[src/rtl/uart_cmd_decoder_if.sv]
// Byte stream from the UART receiver in, register-file / ALU control strobes out.
// The decoder takes the slave side; the UART side (or a bench) takes the master side.
interface uart_cmd_decoder_if #(
    parameter int unsigned DATA_WIDTH = 8,
    parameter int unsigned ADDR_WIDTH = 4,
    parameter int unsigned FUN_WIDTH  = 4
);
    logic [DATA_WIDTH-1:0] RX_P_DATA;
    logic                  RX_D_VLD;
    logic                  RX_ERR;
    logic                  WrEn;
    logic                  RdEn;
    logic [ADDR_WIDTH-1:0] Address;
    logic [DATA_WIDTH-1:0] WrData;
    logic                  ALU_EN;
    logic [FUN_WIDTH-1:0]  ALU_FUN;
    logic                  FRAME_BUSY;
    logic                  CMD_ERR;
    logic                  FRM_ERR;

    modport master (
        output RX_P_DATA, RX_D_VLD, RX_ERR,
        input  WrEn, RdEn, Address, WrData, ALU_EN, ALU_FUN, FRAME_BUSY, CMD_ERR, FRM_ERR
    );

    modport slave (
        input  RX_P_DATA, RX_D_VLD, RX_ERR,
        output WrEn, RdEn, Address, WrData, ALU_EN, ALU_FUN, FRAME_BUSY, CMD_ERR, FRM_ERR
    );
endinterface

[src/rtl/uart_cmd_decoder.sv]
// Turns UART command frames (write / read / ALU with operands / ALU only) into one-cycle
// register-file and ALU strobes; bad bytes abort a frame, as does an inter-byte timeout.
module uart_cmd_decoder #(
    parameter int unsigned DATA_WIDTH = 8,
    parameter int unsigned ADDR_WIDTH = 4,
    parameter int unsigned FUN_WIDTH  = 4,
    parameter int unsigned TIMEOUT    = 1024
) (
    input  logic                 CLK,
    input  logic                 RST,
    uart_cmd_decoder_if.slave    bus
);
    localparam int unsigned         CntWidth = $clog2(TIMEOUT + 1);
    localparam logic [CntWidth-1:0] CntLast  = CntWidth'(TIMEOUT - 1);
    localparam logic [DATA_WIDTH-1:0] CmdWrite  = DATA_WIDTH'(8'hAA);
    localparam logic [DATA_WIDTH-1:0] CmdRead   = DATA_WIDTH'(8'hBB);
    localparam logic [DATA_WIDTH-1:0] CmdAluOp  = DATA_WIDTH'(8'hCC);
    localparam logic [DATA_WIDTH-1:0] CmdAluFun = DATA_WIDTH'(8'hDD);

    typedef enum logic [2:0] {
        StIdle, StWrAddr, StWrData, StRdAddr, StAluOpa, StAluOpb, StAluFun, StFunOnly
    } state_e;

    state_e                state_q, state_d;
    logic [CntWidth-1:0]   cnt_q, cnt_d;
    logic [ADDR_WIDTH-1:0] addr_lat_q, addr_lat_d;
    logic [ADDR_WIDTH-1:0] addr_q, addr_d;
    logic [DATA_WIDTH-1:0] wdata_q, wdata_d;
    logic [FUN_WIDTH-1:0]  fun_q, fun_d;
    logic                  wr_en_q, wr_en_d, rd_en_q, rd_en_d, alu_en_q, alu_en_d;
    logic                  cmd_err_q, cmd_err_d, frm_err_q, frm_err_d, busy_q, busy_d;

    logic [DATA_WIDTH-1:0] rx_data;
    assign rx_data = bus.RX_P_DATA;

    always_comb begin
        state_d    = state_q;
        addr_lat_d = addr_lat_q;
        addr_d     = addr_q;
        wdata_d    = wdata_q;
        fun_d      = fun_q;
        wr_en_d    = 1'b0;
        rd_en_d    = 1'b0;
        alu_en_d   = 1'b0;
        cmd_err_d  = 1'b0;
        frm_err_d  = 1'b0;
        cnt_d      = (state_q == StIdle || bus.RX_D_VLD) ? '0 : cnt_q + CntWidth'(1);

        if (bus.RX_D_VLD && bus.RX_ERR) begin
            // A corrupted byte outside a frame is simply dropped.
            if (state_q != StIdle) begin
                frm_err_d = 1'b1;
                state_d   = StIdle;
            end
        end else if (bus.RX_D_VLD) begin
            unique case (state_q)
                StIdle: begin
                    if (rx_data == CmdWrite)       state_d = StWrAddr;
                    else if (rx_data == CmdRead)   state_d = StRdAddr;
                    else if (rx_data == CmdAluOp)  state_d = StAluOpa;
                    else if (rx_data == CmdAluFun) state_d = StFunOnly;
                    else                           cmd_err_d = 1'b1;
                end
                StWrAddr: begin
                    addr_lat_d = rx_data[ADDR_WIDTH-1:0];
                    state_d    = StWrData;
                end
                StWrData: begin
                    wr_en_d = 1'b1;
                    addr_d  = addr_lat_q;
                    wdata_d = rx_data;
                    state_d = StIdle;
                end
                StRdAddr: begin
                    rd_en_d = 1'b1;
                    addr_d  = rx_data[ADDR_WIDTH-1:0];
                    state_d = StIdle;
                end
                StAluOpa: begin
                    wr_en_d = 1'b1;
                    addr_d  = '0;
                    wdata_d = rx_data;
                    state_d = StAluOpb;
                end
                StAluOpb: begin
                    wr_en_d = 1'b1;
                    addr_d  = ADDR_WIDTH'(1);
                    wdata_d = rx_data;
                    state_d = StAluFun;
                end
                StAluFun, StFunOnly: begin
                    alu_en_d = 1'b1;
                    fun_d    = rx_data[FUN_WIDTH-1:0];
                    state_d  = StIdle;
                end
            endcase
        end else if (state_q != StIdle && cnt_q == CntLast) begin
            frm_err_d = 1'b1;
            state_d   = StIdle;
            cnt_d     = '0;
        end

        busy_d = (state_d != StIdle);
    end

    always_ff @(posedge CLK or posedge RST) begin
        if (RST) begin
            state_q    <= StIdle;
            cnt_q      <= '0;
            addr_lat_q <= '0;
            addr_q     <= '0;
            wdata_q    <= '0;
            fun_q      <= '0;
            wr_en_q    <= 1'b0;
            rd_en_q    <= 1'b0;
            alu_en_q   <= 1'b0;
            cmd_err_q  <= 1'b0;
            frm_err_q  <= 1'b0;
            busy_q     <= 1'b0;
        end else begin
            state_q    <= state_d;
            cnt_q      <= cnt_d;
            addr_lat_q <= addr_lat_d;
            addr_q     <= addr_d;
            wdata_q    <= wdata_d;
            fun_q      <= fun_d;
            wr_en_q    <= wr_en_d;
            rd_en_q    <= rd_en_d;
            alu_en_q   <= alu_en_d;
            cmd_err_q  <= cmd_err_d;
            frm_err_q  <= frm_err_d;
            busy_q     <= busy_d;
        end
    end

    assign bus.WrEn       = wr_en_q;
    assign bus.RdEn       = rd_en_q;
    assign bus.Address    = addr_q;
    assign bus.WrData     = wdata_q;
    assign bus.ALU_EN     = alu_en_q;
    assign bus.ALU_FUN    = fun_q;
    assign bus.FRAME_BUSY = busy_q;
    assign bus.CMD_ERR    = cmd_err_q;
    assign bus.FRM_ERR    = frm_err_q;
endmodule
[src/flat_wrapper.sv]
// flat-port wrapper written by rule: the top's interface ports become plain ports
module uart_cmd_decoder_flat 
#(
    parameter int unsigned DATA_WIDTH = 8,
    parameter int unsigned ADDR_WIDTH = 4,
    parameter int unsigned FUN_WIDTH  = 4,
    parameter int unsigned TIMEOUT    = 1024
)
  (CLK, RST, bus_RX_P_DATA, bus_RX_D_VLD, bus_RX_ERR, bus_WrEn, bus_RdEn, bus_Address, bus_WrData, bus_ALU_EN, bus_ALU_FUN, bus_FRAME_BUSY, bus_CMD_ERR, bus_FRM_ERR);
  uart_cmd_decoder_if #(.DATA_WIDTH(DATA_WIDTH), .ADDR_WIDTH(ADDR_WIDTH), .FUN_WIDTH(FUN_WIDTH)) bus_i ();
  input  logic CLK;
  input  logic RST;
  input wire logic [$bits(bus_i.RX_P_DATA)-1:0] bus_RX_P_DATA;
  input wire logic [$bits(bus_i.RX_D_VLD)-1:0] bus_RX_D_VLD;
  input wire logic [$bits(bus_i.RX_ERR)-1:0] bus_RX_ERR;
  output wire logic [$bits(bus_i.WrEn)-1:0] bus_WrEn;
  output wire logic [$bits(bus_i.RdEn)-1:0] bus_RdEn;
  output wire logic [$bits(bus_i.Address)-1:0] bus_Address;
  output wire logic [$bits(bus_i.WrData)-1:0] bus_WrData;
  output wire logic [$bits(bus_i.ALU_EN)-1:0] bus_ALU_EN;
  output wire logic [$bits(bus_i.ALU_FUN)-1:0] bus_ALU_FUN;
  output wire logic [$bits(bus_i.FRAME_BUSY)-1:0] bus_FRAME_BUSY;
  output wire logic [$bits(bus_i.CMD_ERR)-1:0] bus_CMD_ERR;
  output wire logic [$bits(bus_i.FRM_ERR)-1:0] bus_FRM_ERR;
  assign bus_i.RX_P_DATA = bus_RX_P_DATA;
  assign bus_i.RX_D_VLD = bus_RX_D_VLD;
  assign bus_i.RX_ERR = bus_RX_ERR;
  assign bus_WrEn = bus_i.WrEn;
  assign bus_RdEn = bus_i.RdEn;
  assign bus_Address = bus_i.Address;
  assign bus_WrData = bus_i.WrData;
  assign bus_ALU_EN = bus_i.ALU_EN;
  assign bus_ALU_FUN = bus_i.ALU_FUN;
  assign bus_FRAME_BUSY = bus_i.FRAME_BUSY;
  assign bus_CMD_ERR = bus_i.CMD_ERR;
  assign bus_FRM_ERR = bus_i.FRM_ERR;
  uart_cmd_decoder #(.DATA_WIDTH(DATA_WIDTH), .ADDR_WIDTH(ADDR_WIDTH), .FUN_WIDTH(FUN_WIDTH), .TIMEOUT(TIMEOUT)) u_core (.CLK(CLK), .RST(RST), .bus(bus_i));
endmodule
[config.mk]
export PLATFORM = sky130hd
export DESIGN_NAME = uart_cmd_decoder_flat
export DESIGN_NICKNAME = d
export VERILOG_FILES = /design/src/rtl/uart_cmd_decoder_if.sv /design/src/rtl/uart_cmd_decoder.sv /design/src/flat_wrapper.sv
export SDC_FILE = /design/constraint.sdc
export NUM_CORES = 1
export LEC_CHECK = 0
export CAP_MARGIN = 20
export CORE_UTILIZATION = 27
export DETAILED_ROUTE_END_ITERATION = 8
export PLACE_DENSITY = 0.61
export SKIP_CTS_REPAIR_TIMING = 1
export SLEW_MARGIN = 10
export SYNTH_ARGS = -nofsm -noshare
export SYNTH_HDL_FRONTEND = slang
export SYNTH_SLANG_ARGS = --single-unit
[constraint.sdc]
create_clock -name CLK -period 1.73 [get_ports CLK]
set_clock_uncertainty 0.1 [all_clocks]
set_input_delay 0.346 -clock CLK [delete_from_list [all_inputs] [get_ports CLK]]
set_output_delay 0.346 -clock CLK [all_outputs]
set_load 0.01 [all_outputs]
### Word-level counts from Yosys, hierarchy flattened

Cells that the tools add are included.

| cells by class | value |
|---|---|
| $add $sub $neg | 1 |
| $mul | 0 |
| divide/modulo/power cells | 0 |
| magnitude comparators | 0 |
| equal/unequal tests | 12 |
| shifts and indexed selects | 0 |
| multiplexer cells | 34 |
| bitwise gates (word level) | 1 |
| reductions and logical operators | 14 |

Operators by type and width:

| kind | count |
|---|---|
| 11-bit two-way mux | 4 |
| 8-bit == test (second input constant) | 4 |
| 3-bit two-way mux | 8 |
| 1-bit two-way mux | 20 |
| 4-bit case mux with 4 select lines | 1 |
| 3-bit case mux with 5 select lines | 1 |
| 3-bit == test (second input constant) | 4 |
| 3-bit AND reduction | 4 |
| 11-bit by 1-bit adder with 11-bit output (second input constant) | 1 |
| 11-bit by 10-bit == test with 1-bit output (second input constant) | 1 |
| 3-bit by 2-bit == test with 1-bit output (second input constant) | 2 |
| 3-bit nonzero test | 2 |
| 4-bit nonzero test | 1 |
| 4-bit OR reduction | 1 |
| 3-bit by 1-bit == test with 1-bit output (second input constant) | 1 |
| 3-bit zero test | 1 |
| 3-bit OR reduction | 1 |
| 1-bit logical AND | 2 |
| 2-bit OR reduction | 1 |
| 1-bit logical OR | 1 |
| 1-bit inverter | 1 |

| word-level totals | value |
|---|---|
| register bits after elaboration | 40 |
| latch bits | 0 |
| memory bits (writable) | 0 |
| ROM bits | 0 |
| input bits | 12 |
| output and inout bits | 22 |
| logic and storage cells | 74 |
| memories | 0 |

### Logic depth before layout (Yosys ltp)

| logic depth | value |
|---|---|
| depth in word-level cells | 9 |
| gate-level depth with buffers | 7 |
| depth with buffers taken out | 6 |

### Worst setup path after synthesis

Ideal clock, no wire load.

| path | value |
|---|---|
| kind | reg2reg |
| start | register u_core.cnt_q[0] |
| end | register u_core.busy_q (netlist: u_core.bus.FRAME_BUSY) |
| library setup time | 0.133 ns |
| arrival | 1.420 ns |
| required time | 1.497 ns |
| path slack | 0.077 ns |
| stages on the path, launching flop included | 7 |
| path buffers | 0 |
| clock period less this slack | 1.653 ns |
| path through | dfrtp_1 ha_1 nand3_1 nor3b_1 a21oi_1 a22o_1 nand4bb_1 |

| between the ends | value |
|---|---|
| word-level cells in the longest chain between the ends | 6 |

RTL lines:

| element | RTL line | source |
|---|---|---|
| start: declaration | uart_cmd_decoder.sv:25 | `logic [CntWidth-1:0] cnt_q, cnt_d;` |
| start signal: assignment | uart_cmd_decoder.sv:122 | `cnt_q <= cnt_d;` |
| 11-bit by 10-bit == test with 1-bit output | uart_cmd_decoder.sv:97 | `end else if (state_q != StIdle && cnt_q == CntLast) begin` |
| 1-bit logical AND | uart_cmd_decoder.sv:97 |  |
| 3-bit two-way mux | uart_cmd_decoder.sv:97 |  |
| 3-bit two-way mux | uart_cmd_decoder.sv:55 | `end else if (bus.RX_D_VLD) begin` |
| 3-bit two-way mux | uart_cmd_decoder.sv:49 | `if (bus.RX_D_VLD && bus.RX_ERR) begin` |
| named net u_core.state_d[2] | uart_cmd_decoder.sv:24 | `state_e state_q, state_d;` |
| 3-bit nonzero test | uart_cmd_decoder.sv:103 | `busy_d = (state_d != StIdle);` |
| named net u_core.busy_d | uart_cmd_decoder.sv:31 | `logic cmd_err_q, cmd_err_d, frm_err_q, frm_err_d, busy_q, busy_d;` |
| end signal: assignment | uart_cmd_decoder.sv:132 | `busy_q <= busy_d;` |
| end: declaration | uart_cmd_decoder.sv:31 |  |

The timed path passes the listed nets, and every way through them passes these cells.
A chain may end at the register's enable or synchronous reset.

### Final worst setup path

| path | value |
|---|---|
| start | register u_core.addr_q[0] (netlist: u_core.bus.Address[0]) |
| end | output port bus_Address[0] |

RTL lines:

| element | RTL line | source |
|---|---|---|
| start: declaration | uart_cmd_decoder.sv:27 | `logic [ADDR_WIDTH-1:0] addr_q, addr_d;` |
| start signal: assignment | uart_cmd_decoder.sv:124 | `addr_q <= addr_d;` |
| end: declaration | flat_wrapper.sv:18 | `output wire logic [$bits(bus_i.Address)-1:0] bus_Address;` |

No word-level cell between the ends.

==> run summary <==
fin area - 2560 um^2
fill cell count - 613
worst setup path endpoint - bus_Address[0]
area grow syn2layout - 43.9%
LEAKAGE - 1.19 nW
drc violations - 0
Routed WL - 3860 um
ant diodes - 0
Critical Path Source - u_core.bus.Address[0]$_DFFE_PP0P_
Slew Limit Fails - 0
FF-to-FF path depth - 6
Seq/Total Area, Yosys - 0.562
starting density of the core - 0.281
Routed Antenna Nets - 0
Worst R2R Start - u_core.cnt_q[0]$_DFF_PP0_
Final Cycle Share - 0.966
first-pass GRT wire length - 6620 um
critical path data required time - 1280 ps
Placed Area - 2400 um^2
maxcap violations - 0
Die W - 83.2 um
gr ovfl total - 0
Skew-Pair Late Insertion Delay - 300 ps
first drt pass iteration count - 4
Die Height - 83.2 um
share of layout cells above drive strength 1 - 0.261
fmax - 598 MHz
via count - 1394
# rows - 29
Least-Margin Pin Slew - 322 ps
Yosys top cell by area - dfrtp_1
GRT Util Overall - 0.122
initial antenna violation count - 0
post-synth cell types - 33
Final Hold Fails - 0
Vias/cell - 4.54
Worst path max stage delay - 540 ps
core area - 6350 um^2
vias in the first global route - 1404
status - complete, no violations
Num CTS Buffers - 5
Top delay family on crit path - buffers and inverters
cell count along the critical path - 1
CP startpoint kind - flop
WHS - 284 ps
RSZ-0062 raised after global routing - yes
Hold Path Class - input port to async pin
RR Endpoint - u_core.bus.FRAME_BUSY$_DFF_PP0_
CTS Sinks - 40
post-place setup slack - -427 ps
critical path class - flop to output port
post-synth top area share - 0.562
number of synthesized register bits - 40
final core utilization - 0.404
I/O Pins - 34
crit-path cells - clkdlybuf4s50_1
Synth area leaders - dfrtp_1 56%, mux2_2 8.2%, nor2_1 4.8%
synthesized cell area - 1780 um^2
fin crit period - 1670 ps
Layout Nets - 242
gpl congestion - 0.848
WP buf/inv - 1
synthesized instance count - 165
Avg Synthesized Cell Area - 10.8 um^2
largest net degree at the start of global routing - 41
setup tns final - 0 ps
1st-iter DRT viols - 82
Max-slew headroom - 0.786
power density over the cells - 885 nW/um^2
# setup viols final - 0
Syn Nets - 178
setup ws final - 58.4 ps
Clock transition at path regs - 80 ps
H-tree depth - 2
hpwl dp - 2810 um
Critical Path End Type - output port
root buf cell - clkbuf_8
Max clock buf depth - 2
R2R Setup Slk - 100 ps
die area - 6930 um^2
crit path DAT - 1230 ps
I/O Buffers - 33
CP Max Fanout - 3
maximum vdd drop - 0.718 mV
slowest cell on the critical path - clkdlybuf4s50_1
CTS tree - built
WL/cell - 12.6 um
YS warnings - 0
-- how the worst min path moves through the flow --
stage                                           startpoint                               end  cells after the start
after floorplan                  u_core.cnt_q[0]$_DFF_PP0_         u_core.cnt_q[0]$_DFF_PP0_                      1
after global placement    u_core.addr_lat_q[3]$_DFFE_PP0P_  u_core.addr_lat_q[3]$_DFFE_PP0P_                      2
after detailed placement  u_core.addr_lat_q[3]$_DFFE_PP0P_  u_core.addr_lat_q[3]$_DFFE_PP0P_                      2
after CTS                                              RST  u_core.bus.WrData[0]$_DFFE_PP0P_                      3
after global routing                      bus_RX_P_DATA[6]  u_core.bus.WrData[6]$_DFFE_PP0P_                      2
final                                                  RST  u_core.bus.WrData[0]$_DFFE_PP0P_                      3
-- cell usage after synthesis (all sizes together) --
master / count
dfrtp: 40
nor2: 23
nand2: 17
mux2: 14
inv: 10
a21oi: 8
nand3: 5
o21ai: 5
xnor2: 5
a31oi: 4
and3: 4
buf: 4
xor2: 4
nand4: 3
and4bb: 2
nand2b: 2
nor2b: 2
a22o: 1
a32o: 1
ha: 1
mux2i: 1
nand3b: 1
nand4bb: 1
nor3: 1
nor3b: 1
nor4b: 1
o2111ai: 1
o22ai: 1
o41ai: 1
or3b: 1
-- final cells by class --
cell class,count,area (um^2),share of cell area
clock buffer,5,68.8,0.0268
tap,77,96.3,0.0376
multi-input combinational,111,751,0.293
sequential,40,1000,0.390
inverter,10,37.5,0.0146
clock inverter,3,46.3,0.0181
timing repair buffer,61,563,0.220
-- cells by family after synthesis --
kind of cell	after synthesis	share of synthesized area
AOI/OAI and AO/OA	22	0.0786
muxes	15	0.0941
xor gates and xnor gates	9	0.0442
buffers and inverters	14	0.0323
and+or+nand+nor	64	0.182
adders and majority gates	1	0.00702
DFF	40	0.562
-- sequential cells by signal, summed over array words and instances, names as in the netlist, 3 cells and up --
register,count
u_core.bus.WrData,8
u_core.addr_lat_q,4
u_core.bus.ALU_FUN,4
u_core.cnt_q,11
u_core.bus.Address,4
u_core.state_q,3
-- per-stage QoR --
| stage | std cells | total power, mW |
|---|---|---|
| floorplan | 165 | 1.25 |
| global placement | 297 | 1.51 |
| detailed placement | 297 | 1.51 |
| CTS | 305 | 2.30 |
| global route | 307 | 2.39 |
| finish | 307 | 2.27 |
-- power by group --
group	switching, mW	total (mW)	internal [mW]
logic	0.160	0.409	0.248
clock network	0.351	0.786	0.435
registers	0.0488	1.07	1.03
total	0.561	2.27	1.71
-- cells in the final DEF, fill, tap and decap left out, types with 2 or more instances in the layout --
master           count
dfrtp_1             40
clkdlybuf4s50_1     29
buf_4               27
nor2_1              23
nand2_1             16
mux2_2              13
inv_1                9
a21oi_1              7
xnor2_1              5
clkbuf_8             5
nand3_1              4
xor2_1               4
and3_1               4
o21ai_0              4
a31oi_1              4
dlymetal6s2s_1       4
nand4_1              3
nor2b_1              2
nand2b_1             2
and4bb_2             2
-- metal layers --
layer | up-vias | share of wire | global-route usage
met5 | - | 0 | 0
met4 | 0 | 0.022 | 0.0611
met3 | 7 | 0.034 | 0.0199
met2 | 31 | 0.46 | 0.187
met1 | 665 | 0.48 | 0.165
li1 | 691 | - | -
Power figures use the tool's default switching activity.
